### src/rtl/port_frz_cpl_responder.sv
// port_frz_cpl_responder
// Owns a port while it is frozen or in reset. Memory reads are answered with
// a single-beat completion: a CplD carrying all-ones data when the read is
// short enough, otherwise an Unsupported Request Cpl. Every other request is
// drained and dropped.
// Completion header layout in tx_tdata[255:0]:
//   [31:24] fmt_type, [9:0] length, [47:40] tag, [63:48] req_id,
//   [70:64] lower address, [108:96] byte count, [111:109] status.
// Optional feature: define PORT_FRZ_CPL_STATS_EN to build the rd_cnt and
// wr_drop_cnt statistics counters; without it both ports read constant 0.
module port_frz_cpl_responder #(
    parameter int TDATA_WIDTH    = 512,
    parameter int HDR_FIFO_DEPTH = 4,
    parameter int MAX_CPL_DW     = 8
) (
    input  logic                   clk,
    input  logic                   softreset,
    input  logic                   frz_active,
    input  logic                   rx_tvalid,
    output logic                   rx_tready,
    input  logic                   rx_tlast,
    input  logic [TDATA_WIDTH-1:0] rx_tdata,
    output logic                   tx_tvalid,
    input  logic                   tx_tready,
    output logic                   tx_tlast,
    output logic [TDATA_WIDTH-1:0] tx_tdata,
    output logic [15:0]            rd_cnt,
    output logic [15:0]            wr_drop_cnt
);
    localparam int AW        = $clog2(HDR_FIFO_DEPTH);
    localparam int EW        = 41;  // {req_id, tag, lower address, length_dw}
    localparam int DATA_BITS = TDATA_WIDTH - 256;

    typedef enum logic {RX_IDLE = 1'b0, RX_DRAIN = 1'b1} rx_state_t;
    typedef enum logic {TX_IDLE = 1'b0, TX_SEND  = 1'b1} tx_state_t;

    rx_state_t              r_rx_state, w_rx_state_nxt;
    tx_state_t              r_tx_state, w_tx_state_nxt;
    logic [EW-1:0]          r_mem [HDR_FIFO_DEPTH];
    logic [AW:0]            r_wr_ptr, r_rd_ptr, w_rd_ptr_inc;
    logic [TDATA_WIDTH-1:0] r_tx_tdata, w_cpl_tdata;
    logic [EW-1:0]          w_push_entry, w_load_entry;
    logic [7:0]             w_fmt;
    logic                   w_is_rd, w_is_wr, w_empty, w_full, w_multi;
    logic                   w_pop, w_push, w_hdr_acc, w_rx_ready, w_load;

    // Builds the completion beat for one queued read request.
    function automatic logic [TDATA_WIDTH-1:0] f_build_cpl(input logic [EW-1:0] e);
        logic [TDATA_WIDTH-1:0] t;
        logic [10:0]            len_eff;
        int                     len_i;
        t        = '0;
        len_eff  = (e[9:0] == 10'd0) ? 11'd1024 : {1'b0, e[9:0]};
        len_i    = int'(len_eff);
        t[63:48] = e[40:25];
        t[47:40] = e[24:17];
        t[70:64] = e[16:10];
        if (len_i <= MAX_CPL_DW) begin
            t[31:24]   = 8'h4A;
            t[9:0]     = e[9:0];
            t[111:109] = 3'b000;
            t[108:96]  = {len_eff, 2'b00};
            for (int i = 0; i < DATA_BITS; i++) begin
                t[256+i] = (i < 32 * len_i);
            end
        end else begin
            t[31:24]   = 8'h0A;
            t[111:109] = 3'b001;
        end
        return t;
    endfunction

    // Header decode and queue occupancy flags.
    always_comb begin
        w_fmt        = rx_tdata[31:24];
        w_is_rd      = (w_fmt == 8'h00) || (w_fmt == 8'h20);
        w_is_wr      = (w_fmt == 8'h40) || (w_fmt == 8'h60);
        w_push_entry = {rx_tdata[63:48], rx_tdata[47:40], rx_tdata[70:64], rx_tdata[9:0]};
        w_rd_ptr_inc = r_rd_ptr + {{AW{1'b0}}, 1'b1};
        w_empty      = (r_wr_ptr == r_rd_ptr);
        w_full       = (r_wr_ptr[AW] != r_rd_ptr[AW]) && (r_wr_ptr[AW-1:0] == r_rd_ptr[AW-1:0]);
        w_multi      = !w_empty && (r_wr_ptr != w_rd_ptr_inc);
        w_pop        = (r_tx_state == TX_SEND) && tx_tready;
    end

    // RX FSM state register.
    always_ff @(posedge clk or posedge softreset) begin
        if (softreset) r_rx_state <= RX_IDLE;
        else           r_rx_state <= w_rx_state_nxt;
    end

    // RX FSM next state: a multi-beat packet is drained to its last beat.
    always_comb begin
        w_rx_state_nxt = r_rx_state;
        case (r_rx_state)
            RX_IDLE: begin
                if (w_hdr_acc && !rx_tlast) w_rx_state_nxt = RX_DRAIN;
                else                        w_rx_state_nxt = RX_IDLE;
            end
            RX_DRAIN: begin
                if (rx_tvalid && rx_tlast) w_rx_state_nxt = RX_IDLE;
                else                       w_rx_state_nxt = RX_DRAIN;
            end
            default: w_rx_state_nxt = RX_IDLE;
        endcase
    end

    // RX FSM outputs: a full queue still takes a header when it pops this cycle.
    always_comb begin
        w_rx_ready = 1'b0;
        case (r_rx_state)
            RX_IDLE:  w_rx_ready = frz_active && (!w_full || w_pop);
            RX_DRAIN: w_rx_ready = 1'b1;
            default:  w_rx_ready = 1'b0;
        endcase
        if (softreset) rx_tready = 1'b0;
        else           rx_tready = w_rx_ready;
        w_hdr_acc = (r_rx_state == RX_IDLE) && rx_tvalid && rx_tready;
        w_push    = w_hdr_acc && w_is_rd;
    end

    // Queue pointers; the extra MSB separates full from empty.
    always_ff @(posedge clk or posedge softreset) begin
        if (softreset) begin
            r_wr_ptr <= '0;
            r_rd_ptr <= '0;
        end else begin
            if (w_push) r_wr_ptr <= r_wr_ptr + {{AW{1'b0}}, 1'b1};
            if (w_pop)  r_rd_ptr <= w_rd_ptr_inc;
        end
    end

    // Queue storage; entries are only meaningful between the pointers.
    always_ff @(posedge clk) begin
        if (w_push) r_mem[r_wr_ptr[AW-1:0]] <= w_push_entry;
    end

    // TX FSM state register.
    always_ff @(posedge clk or posedge softreset) begin
        if (softreset) r_tx_state <= TX_IDLE;
        else           r_tx_state <= w_tx_state_nxt;
    end

    // TX FSM next state: stay in SEND across handshakes while work remains.
    always_comb begin
        w_tx_state_nxt = r_tx_state;
        case (r_tx_state)
            TX_IDLE: begin
                if (!w_empty) w_tx_state_nxt = TX_SEND;
                else          w_tx_state_nxt = TX_IDLE;
            end
            TX_SEND: begin
                if (tx_tready && !(w_multi || w_push)) w_tx_state_nxt = TX_IDLE;
                else                                   w_tx_state_nxt = TX_SEND;
            end
            default: w_tx_state_nxt = TX_IDLE;
        endcase
    end

    // TX FSM outputs: choose the entry to load; forward a same-cycle push to avoid a bubble.
    always_comb begin
        w_load       = 1'b0;
        w_load_entry = r_mem[r_rd_ptr[AW-1:0]];
        case (r_tx_state)
            TX_IDLE: w_load = !w_empty;
            TX_SEND: begin
                w_load = tx_tready && (w_multi || w_push);
                if (w_multi) w_load_entry = r_mem[w_rd_ptr_inc[AW-1:0]];
                else         w_load_entry = w_push_entry;
            end
            default: w_load = 1'b0;
        endcase
        w_cpl_tdata = f_build_cpl(w_load_entry);
    end

    // Completion beat register, held until the host takes it.
    always_ff @(posedge clk or posedge softreset) begin
        if (softreset)   r_tx_tdata <= '0;
        else if (w_load) r_tx_tdata <= w_cpl_tdata;
    end

    assign tx_tvalid = (r_tx_state == TX_SEND);
    assign tx_tlast  = (r_tx_state == TX_SEND);
    assign tx_tdata  = r_tx_tdata;

`ifdef PORT_FRZ_CPL_STATS_EN
    logic [15:0] r_rd_cnt, r_wr_drop_cnt;

    // Saturating counts of completions sent and writes dropped.
    always_ff @(posedge clk or posedge softreset) begin
        if (softreset) begin
            r_rd_cnt      <= 16'd0;
            r_wr_drop_cnt <= 16'd0;
        end else begin
            if (w_pop && (r_rd_cnt != 16'hFFFF))                  r_rd_cnt      <= r_rd_cnt + 16'd1;
            if (w_hdr_acc && w_is_wr && (r_wr_drop_cnt != 16'hFFFF)) r_wr_drop_cnt <= r_wr_drop_cnt + 16'd1;
        end
    end

    assign rd_cnt      = r_rd_cnt;
    assign wr_drop_cnt = r_wr_drop_cnt;
    logic w_unused;
    assign w_unused = ^{rx_tdata[23:10], rx_tdata[39:32], rx_tdata[TDATA_WIDTH-1:71]};
`else
    assign rd_cnt      = 16'd0;
    assign wr_drop_cnt = 16'd0;
    logic w_unused;
    assign w_unused = ^{rx_tdata[23:10], rx_tdata[39:32], rx_tdata[TDATA_WIDTH-1:71], w_is_wr};
`endif
endmodule
### config.mk
export PLATFORM = sky130hd
export DESIGN_NAME = port_frz_cpl_responder
export DESIGN_NICKNAME = d
export VERILOG_FILES = /design/src/rtl/port_frz_cpl_responder.sv
export SDC_FILE = /design/constraint.sdc
export NUM_CORES = 1
export LEC_CHECK = 0
export ABC_AREA = 1
export BUFFER_PORTS_ARGS = -buffer_cell sky130_fd_sc_hd__buf_2
export CAP_MARGIN = 20
export CORE_AREA = 2 2 420 422
export DETAILED_ROUTE_END_ITERATION = 16
export DIE_AREA = 0 0 422 424
export PLACE_DENSITY = 0.37
export SYNTH_ARGS = -nofsm -noshare
export SYNTH_HDL_FRONTEND = slang
export SYNTH_SLANG_ARGS = --single-unit
export TNS_END_PERCENT = 100
### constraint.sdc
create_clock -name clk -period 4.1 [get_ports clk]
set_input_delay 0.41 -clock clk [delete_from_list [all_inputs] [get_ports clk]]
set_output_delay 0.41 -clock clk [all_outputs]
set_load 0.005 [all_outputs]
==> impl_metrics.toml <==
[outcome]
outcome = "completed"

[setup_path]
path_buf_inv = 1
crit_path_end_kind = "flop"
crit_required_ns = 4.57
critPathArrivalTime_ns = 3.82
reg2reg_from = "r_rd_ptr[0]$_DFFE_PP0P_"
cp.depth = 17
cp_top_family = "simple AND/OR/NAND/NOR gates"
crit_type = "reg -> reg"
critPathLaunchType = "flop"
critPathMostFrequentCell = "nand2_2"
critical-path-max-stage-delay_ns = 0.54
cpMaxStageDelayCell = "dfrtp_4"
rr_worst_depth = 17
startpoint = "r_rd_ptr[0]$_DFFE_PP0P_"
r2r_slack_ns = 0.75
r2r_end = "tx_tdata[319]$_DFFE_PP0P_"
crit_path_cell_trace = "ha_4 > inv_2 > nand2_1 > nand2_1 > nor2_2 > nand2_4 > nand2_2 > nand2_1 > nand3_1 > nand2_2 > nand2_2 > nor2_1 > nand2_2 > nand3_2 > nand2_4 > nand3_1 > nand3_1"
crit_path_max_fanout = 12

[sta]
period_share_pct = 81.60
hold_viol_final = 0
setup_viol = 0
skew_ns = 0.02137
tns_ns = 0
maxSlewViolCount = 0
slew_headroom_pct = 35.94
finalCriticalPeriod_ns = 3.345
rsz0062_at_grt = "no"
fmax_ghz = 0.2989
worst_pin_slew_ns = 0.9609

[placed_design]
dpl.hpwl_microns = 33350
dp_cells = 4063
port_buffers = 368
routabilityCongestion = 0.6805

[clocking]
clk_latency_ns = 0.61
ctsLongestPathBuffers = 3
cts_inserted_buffers = 30
clkTransAtPathRegs_ns = 0.06
cts_root_buffer = "clkbuf_16"
cts_resized = 0
clock_sinks = 235
cts_max_level = 1
cts_tree = "yes"

[floorplanning]
rows = 154
die_h_microns = 424
initial_core_util_pct = 8.434
pin_count = 1065
chipWidth_microns = 422
core_sq_um = 175000
die-area_sq_um = 178900

[logic_synthesis]
synth_cells = 1659
synth_top_family_by_area = "buffers and inverters"
ys_ff_latch = 235
muxShareOfSynthArea_pct = 0.07632
synthFlopType = "edfxtp_1"
synth_common_cells = "484 x buf_4, 221 x nand2_1, 182 x o21ai_0"
syn_area_sq_um = 14760
yosys.area_share.simple_pct = 11.52
synth_area_leaders = "edfxtp_1 33%, buf_4 25%, dfrtp_1 12%"
seq_area_frac_synth_pct = 45.42
yosysWarnings = 0
avgSynthCellArea_sq_um = 8.894
async_flop_share_pct = 30.21
synth_cell_type_count = 32
synth_area_leader_cell = "edfxtp_1"
synth_edf_count = 164
synth_top_area_share_pct = 33.38
synthXorXnorAreaFrac_pct = 0.2968
synth_compound_area_share_pct = 13.12
synth_fa_ha_area_share_pct = 0.4240
synth_most_common_cell = "buf_4"

[cells_and_area]
syn_to_final_growth_pct = 21.28
drive_above_1_share_pct = 26.34
regArea_sq_um = 6711
nNetsFinal = 2297
stdcell_count = 4138
fill_cells = 20210
fin_util_pct = 10.23
multi_input_comb_area_sq_um = 4673

[grt]
grt_pass1_vias = 9117
grt_max_degree = 122
grt_usage_pct = 5.160
antenna_found_initial = 21
grt_pass1_wl_microns = 67390
grt.overflow.total = 0

[route]
drc = 0
routed_wl_microns = 48870
antenna_left = 0
first_pass_iters = 5
via_per_inst = 2.540
vias = 10510
wire_per_inst_microns = 11.81
dr.first_iter.drc_count = 481

[hold_path]
min_path_cells = 1
hold_path.class = "in -> reg"
min-delay-start = "rx_tdata[56]"
min_to = "r_mem[3][33]$_DFFE_PP_"

[job]
drv_cap = 0

[power_and_ir_drop]
power.leakage_uw = 0.007626
fin_total_pwr_uw = 11360
ir_drop_mv = 0.4267
power.density_nw_per_um2 = 635.1
==> through the flow <==
| stage | setup WS [ns] | area, sq um | hold WS [ns] |
|---|---|---|---|
| after detailed placement | 0.7211 | 16750 | 0.4561 |
| after global placement | 0.7239 | 16750 | 0.4529 |
| final | 0.7546 | 17890 | 0.04971 |
| after global routing | 0.5109 | 17890 | 0.01720 |
| after CTS | 0.7279 | 17830 | 0.001413 |
| after floorplan | -0.5627 | 15630 | 0.4654 |
==> sequential cells by signal, summed over array words and instances, names as in the netlist <==
signal,flops
r_wr_ptr,3
r_rd_ptr,3
r_rx_state,1
r_mem,164
tx_tdata,63
tx_tlast,1
==> worst max-delay path by stage <==
stage	slack, ns	endpoint
finish	0.75	tx_tdata[319]$_DFFE_PP0P_
global route	0.51	tx_tdata[319]$_DFFE_PP0P_
CTS	0.73	tx_tdata[40]$_DFFE_PP0P_
detailed placement	0.72	tx_tdata[43]$_DFFE_PP0P_
global placement	0.72	tx_tdata[45]$_DFFE_PP0P_
floorplan	-0.56	r_mem[0][0]$_DFFE_PP_
==> worst reg2reg max path, stage by stage, from the launching register on <==
cell and delay (ns):
dfrtp_4 0.54, ha_4 0.28, inv_2 0.21, nand2_1 0.08, nand2_1 0.08, nor2_2 0.05
nand2_4 0.16, nand2_2 0.25, nand2_1 0.13, nand3_1 0.09, nand2_2 0.25, nand2_2 0.20
nor2_1 0.15, nand2_2 0.10, nand3_2 0.10, nand2_4 0.14, nand3_1 0.31, nand3_1 0.11
==> power breakdown <==
part	leakage [uW]	switching, uW	internal [uW]
Combinational	0.00480	3790	1980
Sequential	0.00238	260	2770
Clock	0.000446	1120	1440
Total	0.00763	5170	6190
==> cell usage in the layout, fill, tap and decap left out, types with 2 or more instances in the layout <==
| master | count |
|---|---|
| dlygate4sd3_1 | 17 |
| xor2_1 | 4 |
| nand3_2 | 3 |
| nor4_1 | 2 |
| clkbuf_16 | 31 |
| ha_1 | 4 |
| buf_16 | 2 |
| inv_1 | 81 |
| nor2_1 | 127 |
| o21ai_1 | 5 |
| a21oi_1 | 77 |
| clkbuf_1 | 9 |
| dfrtp_4 | 2 |
| o21ai_0 | 182 |
| o211ai_1 | 78 |
| or2_2 | 2 |
| clkinvlp_4 | 2 |
| nand2_2 | 5 |
| dfrtp_2 | 2 |
| inv_2 | 5 |
| buf_2 | 368 |
| nor2_4 | 5 |
| buf_4 | 24 |
| edfxtp_1 | 164 |
| dfrtp_1 | 67 |
| o22ai_1 | 2 |
| clkinv_2 | 7 |
| nand2_4 | 4 |
| conb_1 | 232 |
| nand3_1 | 38 |
| diode_2 | 2 |
| nand2_1 | 220 |
| nand4_1 | 8 |
| clkinv_1 | 3 |
| buf_12 | 4 |
==> routing by layer <==
metal  GRT usage (%)  share of wire, %  up-vias
li1                -                 -     5034
met1           6.437                43     4857
met2           8.673                46      525
met3           1.520               8.1       86
met4           1.238               2.5       10
met5               0              0.11        -
==> logic make-up after synthesis <==
logic type	Yosys count
XOR/XNOR	5
AND/OR/NAND/NOR	415
AO/OA/AOI/OAI	346
adder cells (fa/ha/maj)	5
flip-flops	235
other	1
buffers and inverters	651
multiplexers	1
==> timing repair <==
action / in CTS / in global routing
hold buffers: 17 / 0
setup buffers: 0 / 0
endpoints found under the hold margin: 57 / 0
==> layout make-up <==
class,instances,area share (%)
repair buffers,415,13.01
clock buffers,40,4.524
flip-flops and latches,235,37.51
inverters,88,1.867
well taps,2340,16.36
diodes,2,0.02797
multi-input cells,1004,26.12
clock inverters,14,0.5943
No activity file was read; power rests on OpenSTA's default activity.
